**src/rtl/mine_ctrl.sv**
```systemverilog
`default_nettype none
// ============================================================================
//  Module   : mine_ctrl
//  Brief    : Minesweeper game sequencer. Screens player guesses, steps the
//             datapath through start/load/decode/alu with per-wait timeouts,
//             and resolves each move into WON, LOST or the next guess.
//  Revision : 1.0  initial release
// ============================================================================
module mine_ctrl #(
  parameter int NUM_CELLS = 25,
  parameter int TIMEOUT   = 16,
  parameter int CNT_W     = 8
) (
  input  logic             clka,
  input  logic             restart,
  input  logic             start_btn,
  input  logic             guess_valid,
  input  logic [4:0]       guess,
  output logic             guess_ready,
  output logic             guess_reject,
  input  logic             place_done,
  input  logic             decode_done,
  input  logic             alu_done,
  input  logic             gameover,
  input  logic             win,
  output logic             start,
  output logic             load,
  output logic             decode,
  output logic             alu,
  output logic [4:0]       data,
  output logic             game_won,
  output logic             game_lost,
  output logic             err,
  output logic [CNT_W-1:0] move_count
);

  // Counter must be able to hold TIMEOUT-1; one spare code keeps it safe.
  localparam int               TMO_W    = $clog2(TIMEOUT + 1);
  localparam logic [TMO_W-1:0] TMO_LAST = TMO_W'(TIMEOUT - 1);
  // A 5-bit guess addresses up to 32 cells; the mask is zero-padded to that
  // range so out-of-board indices read as "not yet guessed".
  localparam int               MASK_W   = 32;

  typedef enum logic [3:0] {
    S_IDLE       = 4'd0,
    S_PLACE      = 4'd1,
    S_WAIT_GUESS = 4'd2,
    S_LOAD       = 4'd3,
    S_DECODE     = 4'd4,
    S_ALU        = 4'd5,
    S_CHECK      = 4'd6,
    S_WON        = 4'd7,
    S_LOST       = 4'd8,
    S_ERR        = 4'd9
  } state_e;

  state_e               state_q, state_d;
  logic [NUM_CELLS-1:0] mask_q, mask_d;
  logic [CNT_W-1:0]     cnt_q, cnt_d;
  logic [TMO_W-1:0]     tmo_q, tmo_d;
  logic [4:0]           data_q, data_d;
  logic                 reject_d;

  logic ready_q, reject_q, start_q, load_q, decode_q, alu_q;
  logic won_q, lost_q, err_q;

  logic [MASK_W-1:0]    w_mask_ext;
  logic                 w_guess_bad;
  logic                 w_tmo_hit;

  assign w_mask_ext  = MASK_W'(mask_q);
  assign w_guess_bad = (32'(guess) >= NUM_CELLS) || w_mask_ext[guess];
  assign w_tmo_hit   = (tmo_q == TMO_LAST);

  // Next-state, datapath bookkeeping and timeout handling.
  always_comb begin
    state_d  = state_q;
    mask_d   = mask_q;
    cnt_d    = cnt_q;
    tmo_d    = tmo_q;
    data_d   = data_q;
    reject_d = 1'b0;

    case (state_q)
      S_IDLE, S_WON, S_LOST: begin
        if (start_btn) begin
          state_d = S_PLACE;
          mask_d  = '0;
          cnt_d   = '0;
          tmo_d   = '0;
        end
      end

      S_PLACE: begin
        if (place_done) begin
          state_d = S_WAIT_GUESS;
        end else if (w_tmo_hit) begin
          state_d = S_ERR;
        end else begin
          tmo_d = tmo_q + TMO_W'(1);
        end
      end

      S_WAIT_GUESS: begin
        if (guess_valid) begin
          if (w_guess_bad) begin
            reject_d = 1'b1;
          end else begin
            data_d  = guess;
            state_d = S_LOAD;
          end
        end
      end

      // Load has no handshake: a single cycle, then arm the decode timeout.
      S_LOAD: begin
        state_d = S_DECODE;
        tmo_d   = '0;
      end

      S_DECODE: begin
        if (decode_done) begin
          state_d = S_ALU;
          tmo_d   = '0;
        end else if (w_tmo_hit) begin
          state_d = S_ERR;
        end else begin
          tmo_d = tmo_q + TMO_W'(1);
        end
      end

      S_ALU: begin
        if (alu_done) begin
          state_d = S_CHECK;
          mask_d  = mask_q | NUM_CELLS'(MASK_W'(1) << data_q);
          if (cnt_q != {CNT_W{1'b1}}) begin
            cnt_d = cnt_q + CNT_W'(1);
          end
        end else if (w_tmo_hit) begin
          state_d = S_ERR;
        end else begin
          tmo_d = tmo_q + TMO_W'(1);
        end
      end

      // The datapath raises gameover on a win as well, so win is tested first.
      S_CHECK: begin
        if (win) begin
          state_d = S_WON;
        end else if (gameover) begin
          state_d = S_LOST;
        end else begin
          state_d = S_WAIT_GUESS;
        end
      end

      S_ERR: begin
        state_d = S_ERR;
      end

      default: begin
        state_d = S_IDLE;
      end
    endcase
  end

  // State, bookkeeping and registered output decode of the next state.
  always_ff @(posedge clka) begin
    if (restart) begin
      state_q  <= S_IDLE;
      mask_q   <= '0;
      cnt_q    <= '0;
      tmo_q    <= '0;
      data_q   <= '0;
      ready_q  <= 1'b0;
      reject_q <= 1'b0;
      start_q  <= 1'b0;
      load_q   <= 1'b0;
      decode_q <= 1'b0;
      alu_q    <= 1'b0;
      won_q    <= 1'b0;
      lost_q   <= 1'b0;
      err_q    <= 1'b0;
    end else begin
      state_q  <= state_d;
      mask_q   <= mask_d;
      cnt_q    <= cnt_d;
      tmo_q    <= tmo_d;
      data_q   <= data_d;
      ready_q  <= (state_d == S_WAIT_GUESS);
      reject_q <= reject_d;
      start_q  <= (state_d == S_PLACE);
      load_q   <= (state_d == S_LOAD);
      decode_q <= (state_d == S_DECODE);
      alu_q    <= (state_d == S_ALU);
      won_q    <= (state_d == S_WON);
      lost_q   <= (state_d == S_LOST);
      err_q    <= (state_d == S_ERR);
    end
  end

  assign guess_ready  = ready_q;
  assign guess_reject = reject_q;
  assign start        = start_q;
  assign load         = load_q;
  assign decode       = decode_q;
  assign alu          = alu_q;
  assign data         = data_q;
  assign game_won     = won_q;
  assign game_lost    = lost_q;
  assign err          = err_q;
  assign move_count   = cnt_q;

endmodule

`default_nettype wire

```
**config.mk**
```make
export PLATFORM = sky130hd
export DESIGN_NAME = mine_ctrl
export DESIGN_NICKNAME = d
export VERILOG_FILES = /design/src/rtl/mine_ctrl.sv
export SDC_FILE = /design/constraint.sdc
export NUM_CORES = 1
export LEC_CHECK = 0
export ABC_AREA = 1
export CAP_MARGIN = 40
export CORE_MARGIN = 2
export CORE_UTILIZATION = 45
export DETAILED_ROUTE_END_ITERATION = 8
export GPL_TIMING_DRIVEN = 0
export MAX_ROUTING_LAYER = met4
export PLACE_DENSITY_LB_ADDON = 0.2
export SYNTH_ARGS = -nofsm -noshare
export SYNTH_HDL_FRONTEND = slang
export SYNTH_SLANG_ARGS = --single-unit
export TNS_END_PERCENT = 20
```
**constraint.sdc**
```tcl
create_clock -name clka -period 1.8 [get_ports clka]
set_clock_uncertainty 0.05 [all_clocks]
set_input_delay 0.36 -clock clka [delete_from_list [all_inputs] [get_ports clka]]
set_output_delay 0.36 -clock clka [all_outputs]
set_load 0.005 [all_outputs]
```
==> results_dict.tcl, run 1 <==
set metrics [dict create \
    multiInputGateArea_um2 1530 \
    portBuffers 34 \
    drc_violations 0 \
    status "finished, final reports clean" \
    path_cells "inv_2 -> nand2_4 -> inv_2 -> nand2_4 -> inv_4 -> nand2_4 -> inv_2 -> o21ai_4 -> o21ai_4 -> buf_12 -> buf_4 -> nor3_1" \
    pin_slew_with_the_least_headroom_to_its_limit_ns 0.642 \
    detailed_routing_iterations_pass_1 4 \
    htreeDepth 2 \
    avgViaCountPerCell 5.05 \
    drive_gt1_frac 0.219 \
    ioPinCount 36 \
    synth-compound-area-share 0.157 \
    fillers 613 \
    dominant_combinational_cell_family_by_area_after_synthesis "simple AND/OR/NAND/NOR gates" \
    synth-seq-area-share 0.389 \
    timing.critical_path.required_ns 1.98 \
    pre_cts_slack_ns -0.625 \
    diodes 0 \
    placeableCoreArea_um2 6280 \
    drt-total-wl_um 7330 \
    worstSkewPairLatency_ns 0.30 \
    final.min_clock_period_ns 1.75 \
    dr_total_vias 2783 \
    synth_fa_ha_area_frac 0.00869 \
    grt_use_total 0.208 \
    cts_root_buf "clkbuf_8" \
    synthCells 414 \
    timing.critical_path.fanout_max 8 \
    worst_setup_path_class "flop to flop" \
    startpoint_class "flop" \
    vdd_ir_drop_max_v 0.000593 \
    flow.area_growth_from_synthesis_pct 27.9 \
    synth_most_common_cell "nand2_1" \
    synth-edff-count 0 \
    floorplan.initialDensity 0.459 \
    slew_viol_final 0 \
    synth_nets 430 \
    post-place-cells 525 \
    delay_contributed_by_the_slowest_stage_of_the_critical_path_ns 0.36 \
    vias_in_the_first_global_route 2481 \
    hold_path_class "flop to flop" \
    total_overflow_reported_by_the_global_router 0 \
    synthesis_stage_register_bit_count 56 \
    final_hold_viol_count 0 \
    path_buf_inv 6 \
    final-seq-area_um2 1140 \
    grt_max_degree 17 \
    post-route-worst-setup-slack_ns 0.0533 \
    antenna_found_initial 0 \
    post_synth_instance_area_um2 2880 \
    post_cts_hold_buffer_count 0 \
    cts-buffers-inserted 5 \
    syn_avg_cell_area_um2 6.95 \
    slew_headroom 0.568 \
    synth_cell_types 33 \
    p_per_area_nw_per_um2 1090 \
    crit_arrival_ns 1.92 \
    synthesis.yosys.warnings 0 \
    cts.sinks 56 \
    yosys-top-cells-area "dfxtp_1, nand2_1, inv_1, nand3_1, nor2_1" \
    drv_cap 0 \
    route.detailed.wl_per_inst_um 13.3 \
    global_placer_s_final_weighted_congestion 0.902 \
    place_hpwl_um 5220 \
    clockBufferDepth 2 \
    power_w 0.00401 \
    dieArea_um2 7050 \
    finalCritPeriodShare 0.970 \
    cpLargestDelayFamily "buffers and inverters" \
    setup_viol_count_final 0 \
    synth-main-ff-cell "dfxtp_1" \
    synth.top_cell.area_share 0.389 \
    die_x_extent_um 84.0 \
    synth_async_sr_flop_share 0 \
    grt_first_pass_wirelength_um 11600 \
    power.static_leakage_nw 1.49 \
    non_filler_instance_count_after_layout 551 \
    slowest_stage "dfxtp_2" \
    tritoncts "yes" \
    synth_xor_xnor_area_share 0.0213 \
    yosys-mux-area-fraction 0 \
    die_y_um 84.0 \
    endpoint_kind "flop" \
    synth.top_cells.by_count "nand2_1, dfxtp_1, inv_1" \
    synth-simple-area-share 0.321 \
    num-nets-final 489 \
    rows 29 \
    dr.first_iter.drc_count 253 \
    netlist.top_cell.by_area "dfxtp_1" \
    cts.reportedPaths.clkPinSlew_ns 0.10 \
    count_of_antenna_violating_nets_left_after_detailed_routing 0 \
    fmaxAchievable_mhz 572 \
    rsz0062_at_grt "true" \
]
layout by cell type (no fill, tap or decap), drive strengths merged:
cell type      synthesis  layout
nand2                103     103
inv                   63      63
dfxtp                 56      56
nor2                  53      54
a21oi                 44      44
nand3                 38      38
clkdlybuf4s50          0      31
buf                    6      22
o21ai                 13      13
clkbuf                 4      12
nor3                  10      10
xnor2                  4       4
nand4                  4       4
nor4                   3       3
xor2                   3       3
dlygate4sd2            0       3
o211ai                 2       2
o21a                   2       2
ha                     2       2
o31ai                  1       1
o22ai                  1       1
a211oi                 1       1
o21bai                 1       1
clkinvlp               0       1
flip-flops by register name, indices dropped and copies added, names as in the netlist:
register	flops
guess_ready	1
decode	1
load	1
alu	1
state_q	4
data	5
mask_q	25
tmo_q	5
err	1
guess_reject	1
start	1
game_lost	1
move_count	8
game_won	1
where the power goes:
part | internal (W) | switching [W] | leakage (nW)
registers | 0.00138 | 0.000120 | 0.458
logic | 0.000737 | 0.00106 | 0.990
clock network | 0.000314 | 0.000398 | 0.0445
per-layer routing:
metal  wire (um)  up-vias  GRT usage
met2        3670       75      0.340
met4          57        0     0.0484
met3         381        4     0.0356
met1        3230     1270      0.271
li1            -     1434          -
met5           0        -          -
worst reg2reg max path: stages (launching register included):
cell and delay (ns):
dfxtp_2 0.36, inv_2 0.06, nand2_4 0.08, inv_2 0.06, nand2_4 0.08, inv_4 0.06, nand2_4 0.07, inv_2 0.06
o21ai_4 0.28, o21ai_4 0.10, buf_12 0.15, buf_4 0.12, nor3_1 0.15
kinds of logic after synthesis:
| group | count (synthesis) |
|---|---|
| adder cells (fa/ha/maj) | 2 |
| buffers and inverters | 73 |
| AO/OA/AOI/OAI | 65 |
| flip-flops | 56 |
| XOR/XNOR | 7 |
| AND/OR/NAND/NOR | 211 |
per-stage QoR:
| stage | hold WS (ns) | cell area, um^2 | util | TNS (ns) |
|---|---|---|---|---|
| floorplan | 0.377 | 2880 | - | 0 |
| global placement | 0.388 | 3320 | 0.528 | -9.48 |
| detailed placement | 0.400 | 3320 | 0.528 | -10.26 |
| CTS | 0.419 | 3430 | 0.547 | -0.123 |
| global route | 0.435 | 3680 | 0.587 | -0.132 |
| finish | 0.416 | 3680 | 0.587 | 0 |
repair_timing:
action / 4_1_cts / 5_1_grt
setup endpoints to repair: 38 / 49
cloned: 0 / 2
resized for setup: 14 / 36
setup buffers: 1 / 15
pin swaps: 0 / 8
path summary, 6_finish.rpt:
check        slack [ns]  startpoint  cells past startpoint            end
max                0.05  state_q[3]                     12  move_count[1]
min reg2reg        0.42  mask_q[11]                      2     mask_q[11]
min                0.42  mask_q[11]                      2     mask_q[11]
max reg2reg        0.05  state_q[3]                     12  move_count[1]
layout make-up:
cell class	instances	area share
buffer	10	0.0207
clock inverter	1	0.00204
tap	77	0.0262
timing repair buffer	51	0.138
clock buffer	7	0.0234
multi-input combinational	286	0.416
sequential	56	0.309
inverter	63	0.0649
Note: power is estimated with default switching activity, not from simulation.
==> run 2: changes to the inputs <==
CELL_PAD_IN_SITES_DETAIL_PLACEMENT = 1   (was unset)
CELL_PAD_IN_SITES_GLOBAL_PLACEMENT = 1   (was unset)
CORE_UTILIZATION = 40   (was 45)
GPL_ROUTABILITY_DRIVEN = 0   (was unset)
==> run 2 against run 1 <==
- routed wire length is 15% higher
- first-iteration DRC count down 60%
- maximum frequency grew 1.6%
==> results_dict.tcl, run 2 (same netlist as run 1, synthesis figures left out) <==
set metrics [dict create \
    count_of_antenna_violating_nets_left_after_detailed_routing 0 \
    total_overflow_reported_by_the_global_router 0 \
    grt_max_degree 17 \
    postLayoutCoreUtil 0.541 \
    min_to "mask_q[7]" \
    r2r-start "state_q[3]" \
    die_x_extent_um 88.8 \
    worst-r2r-setup-slack_ns 0.08 \
    largest_register_ffs 25 \
    crit_arrival_ns 1.91 \
    startpoint_class "flop" \
    hold_path_class "flop to flop" \
    p_per_area_nw_per_um2 1150 \
    power.static_leakage_nw 1.49 \
    final_setup_tns_ns 0 \
    rows 30 \
    avgViaCountPerCell 5.05 \
    slew_viol_final 0 \
    setup_viol_count_final 0 \
    layout.cells.most_common "nand2_1" \
    clockBufferDepth 2 \
    hold_slack_ns 0.420 \
    drive_gt1_frac 0.207 \
    dr_total_vias 2853 \
    layout_common_cells "nand2_1, inv_1, nor2_1, dfxtp_1, nand3_1" \
    rsz0062_at_grt "true" \
    detailed_routing_iterations_pass_1 4 \
    timing.critical_path.fanout_max 6 \
    dr.first_iter.drc_count 101 \
    diodes 0 \
    status "finished, final reports clean" \
    endpoint_kind "flop" \
    drt-total-wl_um 8450 \
    non_filler_instance_count_after_layout 565 \
    antenna_found_initial 0 \
    timing.reg2reg.worst_path_depth 12 \
    route.detailed.wl_per_inst_um 15.0 \
    cts_root_buf "clkbuf_8" \
    htreeDepth 2 \
    vias_in_the_first_global_route 2811 \
    vdd_ir_drop_max_v 0.000501 \
    timing.hold.worst_path_depth 2 \
    tritoncts "yes" \
    drc_violations 0 \
    drv_cap 0 \
    post-place-cells 544 \
    cts.reportedPaths.clkPinSlew_ns 0.09 \
    post_cts_hold_buffer_count 0 \
    floorplan.initialDensity 0.419 \
    power_w 0.00426 \
    worstSkewPairLatency_ns 0.31 \
    slew_headroom 0.469 \
    finalCritPeriodShare 0.955 \
    placeableCoreArea_um2 6870 \
    final.min_clock_period_ns 1.72 \
    reg2reg_to "mask_q[24]" \
    final_hold_viol_count 0 \
    timing.critical_path.required_ns 1.99 \
    cts-buffers-inserted 5 \
    slowest_stage "dfxtp_4" \
    grt_first_pass_wirelength_um 12900 \
    pin_slew_with_the_least_headroom_to_its_limit_ns 0.789 \
    num-nets-final 485 \
    grt_use_total 0.214 \
    max_flop_register "mask_q" \
    die_y_um 88.8 \
    place_hpwl_um 6000 \
    flow.area_growth_from_synthesis_pct 29.1 \
    min-delay-start "mask_q[7]" \
    delay_contributed_by_the_slowest_stage_of_the_critical_path_ns 0.37 \
    fmaxAchievable_mhz 582 \
    ioPinCount 36 \
    dieArea_um2 7890 \
    portBuffers 34 \
    cts.sinks 56 \
    path_cells "inv_4 -> nand2_4 -> inv_4 -> nand2_4 -> inv_6 -> nand2_4 -> inv_4 -> o21ai_4 -> o21ai_4 -> buf_12 -> buf_4 -> a21oi_1" \
    worst_setup_path_class "flop to flop" \
]
## run 2: metrics by stage
stage	cell area [um^2]	worst slack, ns
after detailed placement	3340	-0.636
after global placement	3340	-0.588
final	3720	0.0815
after global routing	3720	-0.0502
after CTS	3540	-0.00651
after floorplan	2880	0.235
## run 2: worst max path at each step
stage | startpoint | end | slack [ns] | depth (start not counted)
after floorplan | tmo_q[0] | guess_ready | 0.24 | 9
after global placement | guess[0] | data[0] | -0.59 | 13
after detailed placement | guess[0] | data[0] | -0.64 | 13
after CTS | move_count[0] | move_count[6] | -0.007 | 11
after global routing | move_count[0] | move_count[6] | -0.05 | 11
final | state_q[3] | mask_q[24] | 0.08 | 12
## run 2: repair_timing
| item | in CTS | in global routing |
|---|---|---|
| pin swaps | 2 | 10 |
| setup buffers | 4 | 8 |
| gates cloned | 0 | 2 |
| endpoints found under the hold margin | 0 | 0 |
| gates resized for setup | 24 | 31 |
| setup endpoints to repair | 41 | 50 |
## run 2: cell type report
cell class,instances,area [um^2]
Clock inverter,2,60.1
Fill cell,892,3150
Sequential cell,56,1140
Clock buffer,5,68.8
Multi-Input combinational cell,286,1530
Timing Repair Buffer,47,468
Buffer,10,83.8
Inverter,63,249
Tap cell,96,120
## run 2: metal layers
| layer | global-route usage | wire (um) | vias to the layer above |
|---|---|---|---|
| met5 | - | 0 | - |
| met4 | 0.0702 | 184 | 0 |
| met3 | 0.0326 | 268 | 18 |
| met2 | 0.374 | 4310 | 51 |
| met1 | 0.251 | 3690 | 1360 |
| li1 | - | - | 1424 |
## run 2: power by group
| group | internal (W) | total [W] | switching, W |
|---|---|---|---|
| sequential | 0.00138 | 0.00150 | 0.000121 |
| combinational | 0.000717 | 0.00181 | 0.00109 |
| clock | 0.000548 | 0.000959 | 0.000411 |
## run 2: critical path, delay by kind of cell, from the launching register on
family | cells | cell delay [ns]
compound gates | 3 | 0.49
buf+inv | 6 | 0.47
flops | 1 | 0.37
simple gates | 3 | 0.26
